<file path="config.mk">
export PLATFORM = sky130hd
export DESIGN_NAME = uart_receiver
export DESIGN_NICKNAME = d
export VERILOG_FILES = /design/src/rtl/uart_pkg.sv /design/src/rtl/uart_sync2.sv /design/src/rtl/uart_receiver.sv
export SDC_FILE = /design/constraint.sdc
export NUM_CORES = 1
export LEC_CHECK = 0
export BUFFER_PORTS_ARGS = -buffer_cell sky130_fd_sc_hd__buf_2
export CAP_MARGIN = 20
export CORE_ASPECT_RATIO = 1.25
export CORE_MARGIN = 1.5
export CORE_UTILIZATION = 25
export CTS_CLUSTER_SIZE = 40
export DETAILED_ROUTE_END_ITERATION = 8
export PLACE_DENSITY = 0.5
export SKIP_LAST_GASP = 1
export SYNTH_ARGS = -nofsm -noshare
export SYNTH_HDL_FRONTEND = slang
export SYNTH_SLANG_ARGS = --single-unit
</file>
<file path="constraint.sdc">
create_clock -name clk -period 2.6 [get_ports clk]
set_clock_uncertainty 0.2 [all_clocks]
set_input_delay 0 -clock clk [delete_from_list [all_inputs] [get_ports clk]]
set_output_delay 0 -clock clk [all_outputs]
set_load 0.03 [all_outputs]
</file>
<file path="src/rtl/uart_pkg.sv">
// Shared UART definitions: FSM state encoding, default frame geometry and line levels.
// Used by both the receiver and the transmitter.
package uart_pkg;

    localparam int unsigned DefSamplesPerBit = 16;
    localparam int unsigned DefDataBits      = 8;
    localparam bit          DefParityOdd     = 1'b0;

    localparam logic StartBit = 1'b0;
    localparam logic StopBit  = 1'b1;

    typedef enum logic [2:0] {
        StIdle   = 3'd0,
        StStart  = 3'd1,
        StData   = 3'd2,
        StParity = 3'd3,
        StStop   = 3'd4
    } uart_state_e;

endpackage

</file>
<file path="src/rtl/uart_sync2.sv">
// Two-flop synchroniser for asynchronous single-bit inputs; the reset value is chosen
// to match the input's idle level so that reset does not create a false edge.
module uart_sync2 #(
    parameter logic ResetValue = 1'b1
) (
    input  logic clk_i,
    input  logic rst_ni,
    input  logic d_i,
    output logic q_o
);

    logic meta_q;
    logic sync_q;

    always_ff @(posedge clk_i) begin
        if (!rst_ni) begin
            meta_q <= ResetValue;
            sync_q <= ResetValue;
        end else begin
            meta_q <= d_i;
            sync_q <= meta_q;
        end
    end

    assign q_o = sync_q;

endmodule

</file>
<file path="src/rtl/uart_receiver.sv">
// UART receive stage: oversampled start detection, mid-bit sampling of data, parity and
// stop bits, and a one-cycle valid strobe with held data and error flags.
module uart_receiver
    import uart_pkg::*;
#(
    parameter int unsigned SAMPLES_PER_BIT = DefSamplesPerBit,
    parameter int unsigned DATA_BITS       = DefDataBits,
    parameter bit          PARITY_ODD      = DefParityOdd
) (
    input  logic                 clk,
    input  logic                 reset,
    input  logic                 sample_ENABLE,
    input  logic                 Rx_EN,
    input  logic                 RxD,
    output logic [DATA_BITS-1:0] Rx_DATA,
    output logic                 Rx_VALID,
    output logic                 Rx_PERROR,
    output logic                 Rx_FERROR
);

    localparam int unsigned CntW = (SAMPLES_PER_BIT > 1) ? $clog2(SAMPLES_PER_BIT) : 1;
    localparam int unsigned IdxW = (DATA_BITS > 1) ? $clog2(DATA_BITS) : 1;

    localparam logic [CntW-1:0] CntHalf = CntW'(SAMPLES_PER_BIT / 2 - 1);
    localparam logic [CntW-1:0] CntLast = CntW'(SAMPLES_PER_BIT - 1);
    localparam logic [IdxW-1:0] IdxLast = IdxW'(DATA_BITS - 1);

    uart_state_e          state_q;
    logic [CntW-1:0]      cnt_q;
    logic [IdxW-1:0]      idx_q;
    logic [DATA_BITS-1:0] shift_q;
    logic                 perr_q;
    logic                 rxd_s;

    uart_sync2 #(
        .ResetValue (1'b1)
    ) u_rxd_sync (
        .clk_i  (clk),
        .rst_ni (reset),
        .d_i    (RxD),
        .q_o    (rxd_s)
    );

    always_ff @(posedge clk) begin
        if (!reset) begin
            state_q   <= StIdle;
            cnt_q     <= '0;
            idx_q     <= '0;
            shift_q   <= '0;
            perr_q    <= 1'b0;
            Rx_DATA   <= '0;
            Rx_VALID  <= 1'b0;
            Rx_PERROR <= 1'b0;
            Rx_FERROR <= 1'b0;
        end else begin
            // Strobe lasts one clk regardless of tick timing.
            Rx_VALID <= 1'b0;
            if (!Rx_EN) begin
                state_q <= StIdle;
                cnt_q   <= '0;
                idx_q   <= '0;
            end else if (sample_ENABLE) begin
                unique case (state_q)
                    StIdle: begin
                        if (rxd_s == StartBit) begin
                            state_q <= StStart;
                            cnt_q   <= '0;
                        end
                    end
                    StStart: begin
                        if (cnt_q == CntHalf) begin
                            cnt_q <= '0;
                            // A start bit that is gone by mid-bit was a glitch.
                            if (rxd_s == StartBit) begin
                                state_q <= StData;
                                idx_q   <= '0;
                            end else begin
                                state_q <= StIdle;
                            end
                        end else begin
                            cnt_q <= cnt_q + 1'b1;
                        end
                    end
                    StData: begin
                        if (cnt_q == CntLast) begin
                            cnt_q          <= '0;
                            shift_q[idx_q] <= rxd_s;
                            if (idx_q == IdxLast) begin
                                idx_q   <= '0;
                                state_q <= StParity;
                            end else begin
                                idx_q <= idx_q + 1'b1;
                            end
                        end else begin
                            cnt_q <= cnt_q + 1'b1;
                        end
                    end
                    StParity: begin
                        if (cnt_q == CntLast) begin
                            cnt_q   <= '0;
                            perr_q  <= ((^shift_q) ^ rxd_s) != PARITY_ODD;
                            state_q <= StStop;
                        end else begin
                            cnt_q <= cnt_q + 1'b1;
                        end
                    end
                    StStop: begin
                        if (cnt_q == CntLast) begin
                            cnt_q     <= '0;
                            state_q   <= StIdle;
                            Rx_DATA   <= shift_q;
                            Rx_PERROR <= perr_q;
                            Rx_FERROR <= (rxd_s != StopBit);
                            Rx_VALID  <= 1'b1;
                        end else begin
                            cnt_q <= cnt_q + 1'b1;
                        end
                    end
                    default: begin
                        state_q <= StIdle;
                        cnt_q   <= '0;
                        idx_q   <= '0;
                    end
                endcase
            end
        end
    end

endmodule
</file>
After elaboration in Yosys (flattened, before gate mapping)
Cells that the tools add are included.
{"block": "totals", "reg_bits": 32, "inputBits": 5, "out_inout_bits": 11}
{"block": "op_classes", "addsub": 2, "order_cmp": 2, "n_eq_ne": 14, "muxes": 21, "n_bitwise": 3, "n_reduce_logical": 13}
{"operator": "$mux 3", "count": 10}
{"operator": "$reduce_and 4->1", "count": 4}
{"operator": "$pmux 3 s5", "count": 1}
{"operator": "$ne 2x2->1 const B", "count": 7}
{"operator": "$mux 4", "count": 3}
{"operator": "$pmux 4 s3", "count": 1}
{"operator": "$pmux 3 s3", "count": 1}
{"operator": "$bwmux 8", "count": 1}
{"operator": "$reduce_xor 8->1", "count": 1}
{"operator": "$reduce_and 7->1", "count": 1}
{"operator": "$eq 3x2->1 const B", "count": 2}
{"operator": "$eq 3x3->1 const B", "count": 2}
{"operator": "$reduce_or 3->1", "count": 2}
{"operator": "$reduce_and 5->1", "count": 1}
{"operator": "$add 4x1->4 const B", "count": 1}
{"operator": "$eq 4x3->1 const B", "count": 1}
{"operator": "$eq 4x4->1 const B", "count": 1}
{"operator": "$lt 3x4->1 const B", "count": 1}
{"operator": "$reduce_and 2->1", "count": 2}
{"operator": "$add 3x1->3 const B", "count": 1}
{"operator": "$demux 1 s3", "count": 1}
{"operator": "$eq 3x1->1 const B", "count": 1}
{"operator": "$ge 3x1->1 const B", "count": 1}
{"operator": "$logic_not 3->1", "count": 1}
{"operator": "other kinds (5)", "count": 7}

Depth between registers and ports, before layout
Gate-level depths: netlist of run 1.
{"block": "depth", "word_depth": 5, "ltp_mapped": 6, "mapped_depth_nobuf": 5}

Cells and area by module
From an unflattened synthesis of run 1, not the netlist that was laid out.
{"block": "unflattened", "cells_unflattened": 183, "area_unflattened_um2": 1577.8}
{"module": "uart_receiver", "instances": 1, "cells_per_inst": 179, "area_each_um2": 1525.2, "seq_area_each_um2": 600.6}
{"module": "uart_sync2", "instances": 1, "cells_per_inst": 4, "area_each_um2": 52.6, "seq_area_each_um2": 40.0}

Least setup slack after synthesis of run 1
OpenSTA, ideal clock, no wires.
{"block": "synth_timing", "kind": "reg2reg", "start": "register cnt_q[0]", "end": "register shift_q[6]", "setup_time_ps": 73, "arrival_ps": 1746, "t_required_ps": 2327, "setup_slack_ps": 581, "stages_incl_launch_ff": 6, "n_path_buf": 0, "synth_period_minus_slack_ps": 2019, "path_cell_list": "dfxtp_1 > ha_1 > nand3_1 > or4_4 > or3_1 > a21oi_1"}
{"block": "synth_between", "elab_chain_cells": 2}
{"item": "start: declaration", "line_no": "uart_receiver.sv:29", "text": "logic [CntW-1:0] cnt_q;"}
{"item": "start signal: assignment", "line_no": "uart_receiver.sv:81", "text": "cnt_q <= cnt_q + 1'b1;"}
{"item": "start signal: assignment", "line_no": "uart_receiver.sv:95", "text": "cnt_q <= cnt_q + 1'b1;"}
{"item": "start signal: assignment", "line_no": "uart_receiver.sv:104", "text": "cnt_q <= cnt_q + 1'b1;"}
{"item": "$eq 4x4->1", "line_no": "uart_receiver.sv:85", "text": "if (cnt_q == CntLast) begin"}
{"item": "$reduce_and 4->1 (no line)"}
{"item": "end signal: indexed assignment", "line_no": "uart_receiver.sv:87", "text": "shift_q[idx_q] <= rxd_s;"}
{"item": "end: declaration", "line_no": "uart_receiver.sv:31", "text": "logic [DATA_BITS-1:0] shift_q;"}
Every way passes these cells.
A chain may end at the register's enable or synchronous reset.

Worst setup path after layout of run 1
Ends and elaborated chain as after synthesis.

==> results.yml, run 1 <==
finish:
  fill_cells: 664
  instances_no_fill: 291
  multi_input_area_um2: 920
  area.sequential_um2: 641
  nets: 214
  drive_gt1_frac: 0.150
  diodes: 0
  syn_to_final_growth_pct: 19.6
  design_area_um2: 1920
worst_setup_path:
  cp_max_fo: 7
  cp.arrival_ns: 2.22
  crit_required_ns: 2.61
  crit_end: "shift_q[6]$_SDFFE_PN0P_"
  critPathLaunch: "cnt_q[0]$_SDFFE_PN0P_"
  r2r-end: "shift_q[6]$_SDFFE_PN0P_"
  crit_path_end_kind: "register"
  r2r_slack_ns: 0.39
  path_cells: "ha_1 > nand3_1 > or4_4 > or3_1 > a21oi_1"
  cp_slowest_cell: "or4_4"
  worst_setup_path_start_kind: "register"
  timing.rr.start: "cnt_q[0]$_SDFFE_PN0P_"
  r2r_cells: 5
  slowest_delay_ns: 0.59
  critical_path_class: "register to register"
logic_synthesis:
  syn_inst: 183
  async_flop_share: 0
  ys_types: 49
  synth_nets: 191
  avgSynthCellArea_um2: 8.77
  seq_area_frac_synth: 0.399
  synth_edf_count: 0
  yosysWarnings: 0
  ys_ff_latch: 32
  synthesis.area_um2: 1610
  synth_top_flop_cell: "dfxtp_1"
timing:
  tns_ns: 0
  max_freq_mhz: 452
  fin_crit_ns: 2.21
  rsz0062_at_grt: "false"
  slew_viol_final: 0
  relSlewSlack: 0.527
  hold_viol: 0
  tightest_slew_ns: 0.703
  setup_viol: 0
  fin_crit_sh: 0.851
drt:
  post_drt_wl_per_cell_um: 12.2
  dr.pass1.iters: 4
  drt-total-wl_mm: 3.56
  drt_iter0_drc: 40
  ant_nets: 0
  dr_wl_met2_mm: 1.67
  drc: 0
  vias: 1402
  avgViaCountPerCell: 4.82
  maxUsedRoutingLayer: "met4"
  wl_met1_mm: 1.73
  wl_met3_um: 114
placement:
  port_buffers: 15
  place_hpwl_mm: 2.50
  dp_cells: 278
  gp_congestion: 0.830
  dpl_cell_area_um2: 1780
hold_path:
  holdCritStartpoint: "u_rxd_sync.meta_q$_SDFF_PN1_"
  hold_depth: 1
  hold_path.class: "register to register"
clock_tree:
  clockRootBuffer: "clkbuf_8"
  clock_latency_ns: 0.28
  clkTransAtPathRegs_ns: 0.07
  cts_sinks: 32
  cts.path.max_buffers: 2
  cts_buffers: 5
  cts_repair_resize_count: 0
  cts_tree: "built"
  postCtsSetupRepairBufs: 0
  ctsHoldBuffers: 6
  htree_levels: 2
floorplanning:
  rows: 32
  io_pins: 16
  die_h_um: 92.6
  die_area_um2: 6910
  core_um2: 6210
  die_w_um: 74.7
  initial_core_util: 0.259
job:
  cap_viol_max_count: 0
global_routing:
  grt_pass1_vias: 1407
  track_usage: 0.116
  grt_antenna_before_repair: 0
  grt_first_pass_wirelength_mm: 6.27
  overflow: 0
  grt_max_degree: 19
power:
  ir_worst_vdd_mv: 0.196
  leakagePower_nw: 0.676
  power_density_nw_per_um2: 463
run_status:
  status: "finished, final reports clean"
==> cell type report <==
type | instances | area share
timing repair buffer | 25 | 0.0860
clock buffer | 6 | 0.0378
tap | 85 | 0.0554
clock inverter | 1 | 0.00261
multi-input combinational | 139 | 0.479
inverter | 3 | 0.00586
sequential | 32 | 0.334
==> sequential cells by signal (all words and copies together), names as in the netlist <==
| register | cells |
|---|---|
| idx_q | 3 |
| shift_q | 8 |
| u_rxd_sync.meta_q | 1 |
| perr_q | 1 |
| Rx_DATA | 8 |
| cnt_q | 4 |
| Rx_FERROR | 1 |
| Rx_VALID | 1 |
| u_rxd_sync.q_o | 1 |
| Rx_PERROR | 1 |
| state_q | 3 |
==> metrics by stage <==
| stage | hold WS, ns | setup slack [ns] | util | power [mW] |
|---|---|---|---|---|
| 3_3_place_gp | -0.0122 | 0.419 | 0.287 | 0.537 |
| 3_5_place_dp | -0.0117 | 0.406 | 0.287 | 0.537 |
| 2_1_floorplan | -0.0985 | 0.581 | - | 0.525 |
| 6_report | 0.207 | 0.386 | 0.309 | 0.889 |
| 4_1_cts | 0.212 | 0.391 | 0.309 | 0.905 |
| 5_1_grt | 0.238 | 0.165 | 0.309 | 0.928 |
==> metal layers <==
layer / up-vias / track usage
met5: - / 0
met3: 6 / 0.0359
li1: 719 / -
met1: 656 / 0.142
met4: 0 / 0.0455
met2: 21 / 0.185
==> cells in the final DEF, fill, tap and decap left out, drive strengths merged, types with 2 or more instances in the layout <==
cell | synthesis | layout
a21o | 2 | 2
nand4 | 2 | 2
o31ai | 2 | 2
nor2b | 2 | 2
inv | 2 | 2
o211ai | 2 | 2
ha | 3 | 3
a21oi | 15 | 15
o21ai | 11 | 11
mux2i | 12 | 12
o21a | 2 | 2
and2 | 2 | 2
nor3 | 4 | 4
nand2b | 5 | 5
or3 | 4 | 4
dfxtp | 32 | 32
nand3b | 2 | 2
o221ai | 2 | 2
or3b | 2 | 2
dlygate4sd3 | 0 | 6
clkbuf | 4 | 6
buf | 5 | 19
nand3 | 9 | 9
nor3b | 2 | 2
nand2 | 12 | 12
nor4 | 4 | 4
clkinv | 1 | 2
nor2 | 15 | 15
xnor2 | 4 | 4
==> cell usage after synthesis, drive strengths merged, types with 2 or more instances <==
| library cell | count | share of area |
|---|---|---|
| nor3b | 2 | 0.0094 |
| a21o | 2 | 0.0094 |
| or3b | 2 | 0.011 |
| inv | 2 | 0.0047 |
| nor2 | 15 | 0.035 |
| nor4 | 4 | 0.016 |
| nand3b | 2 | 0.0094 |
| clkbuf | 4 | 0.0094 |
| buf | 5 | 0.015 |
| xnor2 | 4 | 0.022 |
| nand2b | 5 | 0.019 |
| o21ai | 11 | 0.034 |
| and2 | 2 | 0.0078 |
| o31ai | 2 | 0.0094 |
| ha | 3 | 0.023 |
| o221ai | 2 | 0.011 |
| o21a | 2 | 0.0094 |
| dfxtp | 32 | 0.40 |
| a21oi | 15 | 0.047 |
| nor3 | 4 | 0.012 |
| nand4 | 2 | 0.0078 |
| nand2 | 12 | 0.028 |
| o211ai | 2 | 0.0094 |
| or3 | 4 | 0.016 |
| mux2i | 12 | 0.075 |
| nor2b | 2 | 0.0078 |
| nand3 | 9 | 0.028 |
==> kinds of logic (layout without fill, tap and decap cells) <==
group | Yosys count | after routing | synth area share
adder cells (fa/ha/maj) | 3 | 3 | 0.0234
AND/OR/NAND/NOR | 74 | 74 | 0.257
AO/OA/AOI/OAI | 44 | 44 | 0.173
multiplexers | 12 | 12 | 0.0748
buffers and inverters | 12 | 35 | 0.0312
XOR/XNOR | 6 | 6 | 0.0413
flip-flops | 32 | 32 | 0.399
==> worst min path at each step <==
stage	slack, ns	endpoint
after floorplan	-0.1	u_rxd_sync.meta_q$_SDFF_PN1_
after global placement	-0.01	u_rxd_sync.meta_q$_SDFF_PN1_
after detailed placement	-0.01	u_rxd_sync.meta_q$_SDFF_PN1_
after CTS	0.21	u_rxd_sync.q_o$_SDFF_PN1_
after global routing	0.24	u_rxd_sync.q_o$_SDFF_PN1_
final	0.21	u_rxd_sync.q_o$_SDFF_PN1_
==> report_power, final <==
part,total (mW),switching (mW),internal (mW)
clock network,0.356,0.174,0.182
registers,0.495,0.00306,0.492
logic,0.0379,0.0208,0.0171
==> worst max-delay path: cells and delay by family, from the launching register on <==
family	cells	cell delay, ns
flip-flops	1	0.38
AO/OA/AOI/OAI	1	0.12
adder cells (fa/ha/maj)	1	0.28
AND/OR/NAND/NOR	3	1.16
Note: power is estimated with default switching activity, not from simulation.
==> run 2, diff against run 1 <==
MAX_ROUTING_LAYER = met4   (was unset)
REMOVE_ABC_BUFFERS = 1   (was unset)
==> results.yml, run 2 (synthesis results as in run 1) <==
worst_setup_path:
  worst_setup_path_start_kind: "register"
  r2r_slack_ns: 0.39
  crit_family: "simple AND/OR/NAND/NOR gates"
  cp.arrival_ns: 2.23
  critical_path_class: "register to register"
  path_cells: "ha_1 > nand3_1 > or4_4 > or3_1 > a21oi_1"
  crit_buf_inv: 0
  cp_max_fo: 7
  crit_path_end_kind: "register"
  slowest_delay_ns: 0.59
  crit_required_ns: 2.62
  cp_slowest_cell: "or4_4"
clock_tree:
  clkTransAtPathRegs_ns: 0.07
  clock_latency_ns: 0.29
  htree_levels: 2
  cts_buffers: 5
  cts_tree: "built"
  clockRootBuffer: "clkbuf_8"
  postCtsSetupRepairBufs: 0
  cts_sinks: 32
  cts.path.max_buffers: 2
drt:
  post_drt_wl_per_cell_um: 12.0
  avgViaCountPerCell: 4.79
  drt_iter0_drc: 60
  dr.pass1.iters: 4
  drc: 0
  drt-total-wl_mm: 3.54
  vias: 1413
  ant_nets: 0
timing:
  holdWs_ns: 0.219
  max_freq_mhz: 452
  rsz0062_at_grt: "false"
  relSlewSlack: 0.639
  hold_viol: 0
  fin_crit_ns: 2.21
  setup_viol: 0
  fin_crit_sh: 0.852
  tightest_slew_ns: 0.536
  slew_viol_final: 0
floorplanning:
  die_area_um2: 6910
  rows: 32
  die_h_um: 92.6
  die_w_um: 74.7
  io_pins: 16
  core_um2: 6210
  initial_core_util: 0.259
global_routing:
  grt_first_pass_wirelength_mm: 6.07
  overflow: 0
  grt_antenna_before_repair: 0
  track_usage: 0.118
  grt_pass1_vias: 1327
  grt_max_degree: 19
power:
  power_density_nw_per_um2: 510
  p_sw_mw: 0.211
  pwr-share-seq: 0.491
  share_comb_of_total_power: 0.041
  intPower_mw: 0.794
  pwr-share-clk: 0.469
  p_sw_frac: 0.210
  ir_worst_vdd_mv: 0.256
  leakagePower_nw: 0.705
placement:
  place_hpwl_mm: 2.56
  dpl_cell_area_um2: 1810
  gp_congestion: 0.810
  port_buffers: 15
finish:
  nets: 217
  final_common_cell: "dfxtp_1"
  fill_cells: 667
  syn_to_final_growth_pct: 22.9
  drive_gt1_frac: 0.167
  diodes: 0
  design_area_um2: 1970
  reg_top3: "Rx_DATA: 8 flops, shift_q: 8 flops, cnt_q: 4 flops"
  final_cell_mix: "dfxtp_1, nor2_1, a21oi_1, buf_2"
job:
  cap_viol_max_count: 0
hold_path:
  hold_path.class: "register to register"
run_status:
  status: "finished, final reports clean"
run 2: cell count changes in the layout (fill, tap and decap cells not counted), sizes merged:
| cell | delta |
|---|---|
| buf | +3 |
| bufinv | +1 |
run 2: area by class of cell:
cell class | count | area (um^2) | area share
clock inverter | 2 | 35.0 | 0.0178
sequential | 32 | 641 | 0.325
timing repair buffer | 28 | 188 | 0.0951
inverter | 3 | 11.3 | 0.00571
multi-input combinational | 139 | 920 | 0.466
tap | 85 | 106 | 0.0539
clock buffer | 6 | 72.6 | 0.0368
run 2: final timing paths:
kind	start	to	depth (start not counted)
hold / removal	u_rxd_sync.meta_q$_SDFF_PN1_	u_rxd_sync.q_o$_SDFF_PN1_	1
hold reg to reg	u_rxd_sync.meta_q$_SDFF_PN1_	u_rxd_sync.q_o$_SDFF_PN1_	1
setup reg to reg	cnt_q[0]$_SDFFE_PN0P_	shift_q[6]$_SDFFE_PN0P_	5
setup / recovery	cnt_q[0]$_SDFFE_PN0P_	shift_q[6]$_SDFFE_PN0P_	5
run 2: power by group through the flow:
| stage | sequential (mW) | clock [mW] | combinational (mW) |
|---|---|---|---|
| floorplan | 0.505 | 0 | 0.0173 |
| global placement | 0.505 | 0 | 0.0345 |
| detailed placement | 0.505 | 0 | 0.0347 |
| CTS | 0.493 | 0.491 | 0.0414 |
| global route | 0.493 | 0.512 | 0.0459 |
| finish | 0.494 | 0.471 | 0.0407 |
run 2: worst register-to-register path: stages (launching register included):
cell     delay, ns
dfxtp_1       0.38
ha_1          0.28
nand3_1       0.22
or4_4         0.59
or3_1         0.36
a21oi_1       0.12
run 2: through the flow:
stage / setup slack (ns) / total power [mW] / instances / setup TNS [ns] / utilization
floorplan: -0.0833 / 0.522 / 174 / -0.833 / -
detailed placement: 0.422 / 0.539 / 281 / 0 / 0.291
global route: 0.241 / 1.05 / 295 / 0 / 0.318
finish: 0.386 / 1.01 / 295 / 0 / 0.318
global placement: 0.446 / 0.539 / 281 / 0 / 0.291
CTS: 0.405 / 1.03 / 295 / 0 / 0.318
run 2: metal layers:
| metal | routed length, um | GRT usage | vias to the layer above |
|---|---|---|---|
| met2 | 1760 | 0.191 | 26 |
| met3 | 119 | 0.0326 | 6 |
| met1 | 1630 | 0.133 | 657 |
| met4 | 32 | 0.0500 | 0 |
| li1 | - | - | 724 |
| met5 | 0 | - | - |
run 2: what timing repair did:
item | CTS | global route
hold buffers | 6 | 0
hold endpoints to repair | 8 | 0
resized for setup | 0 | 0
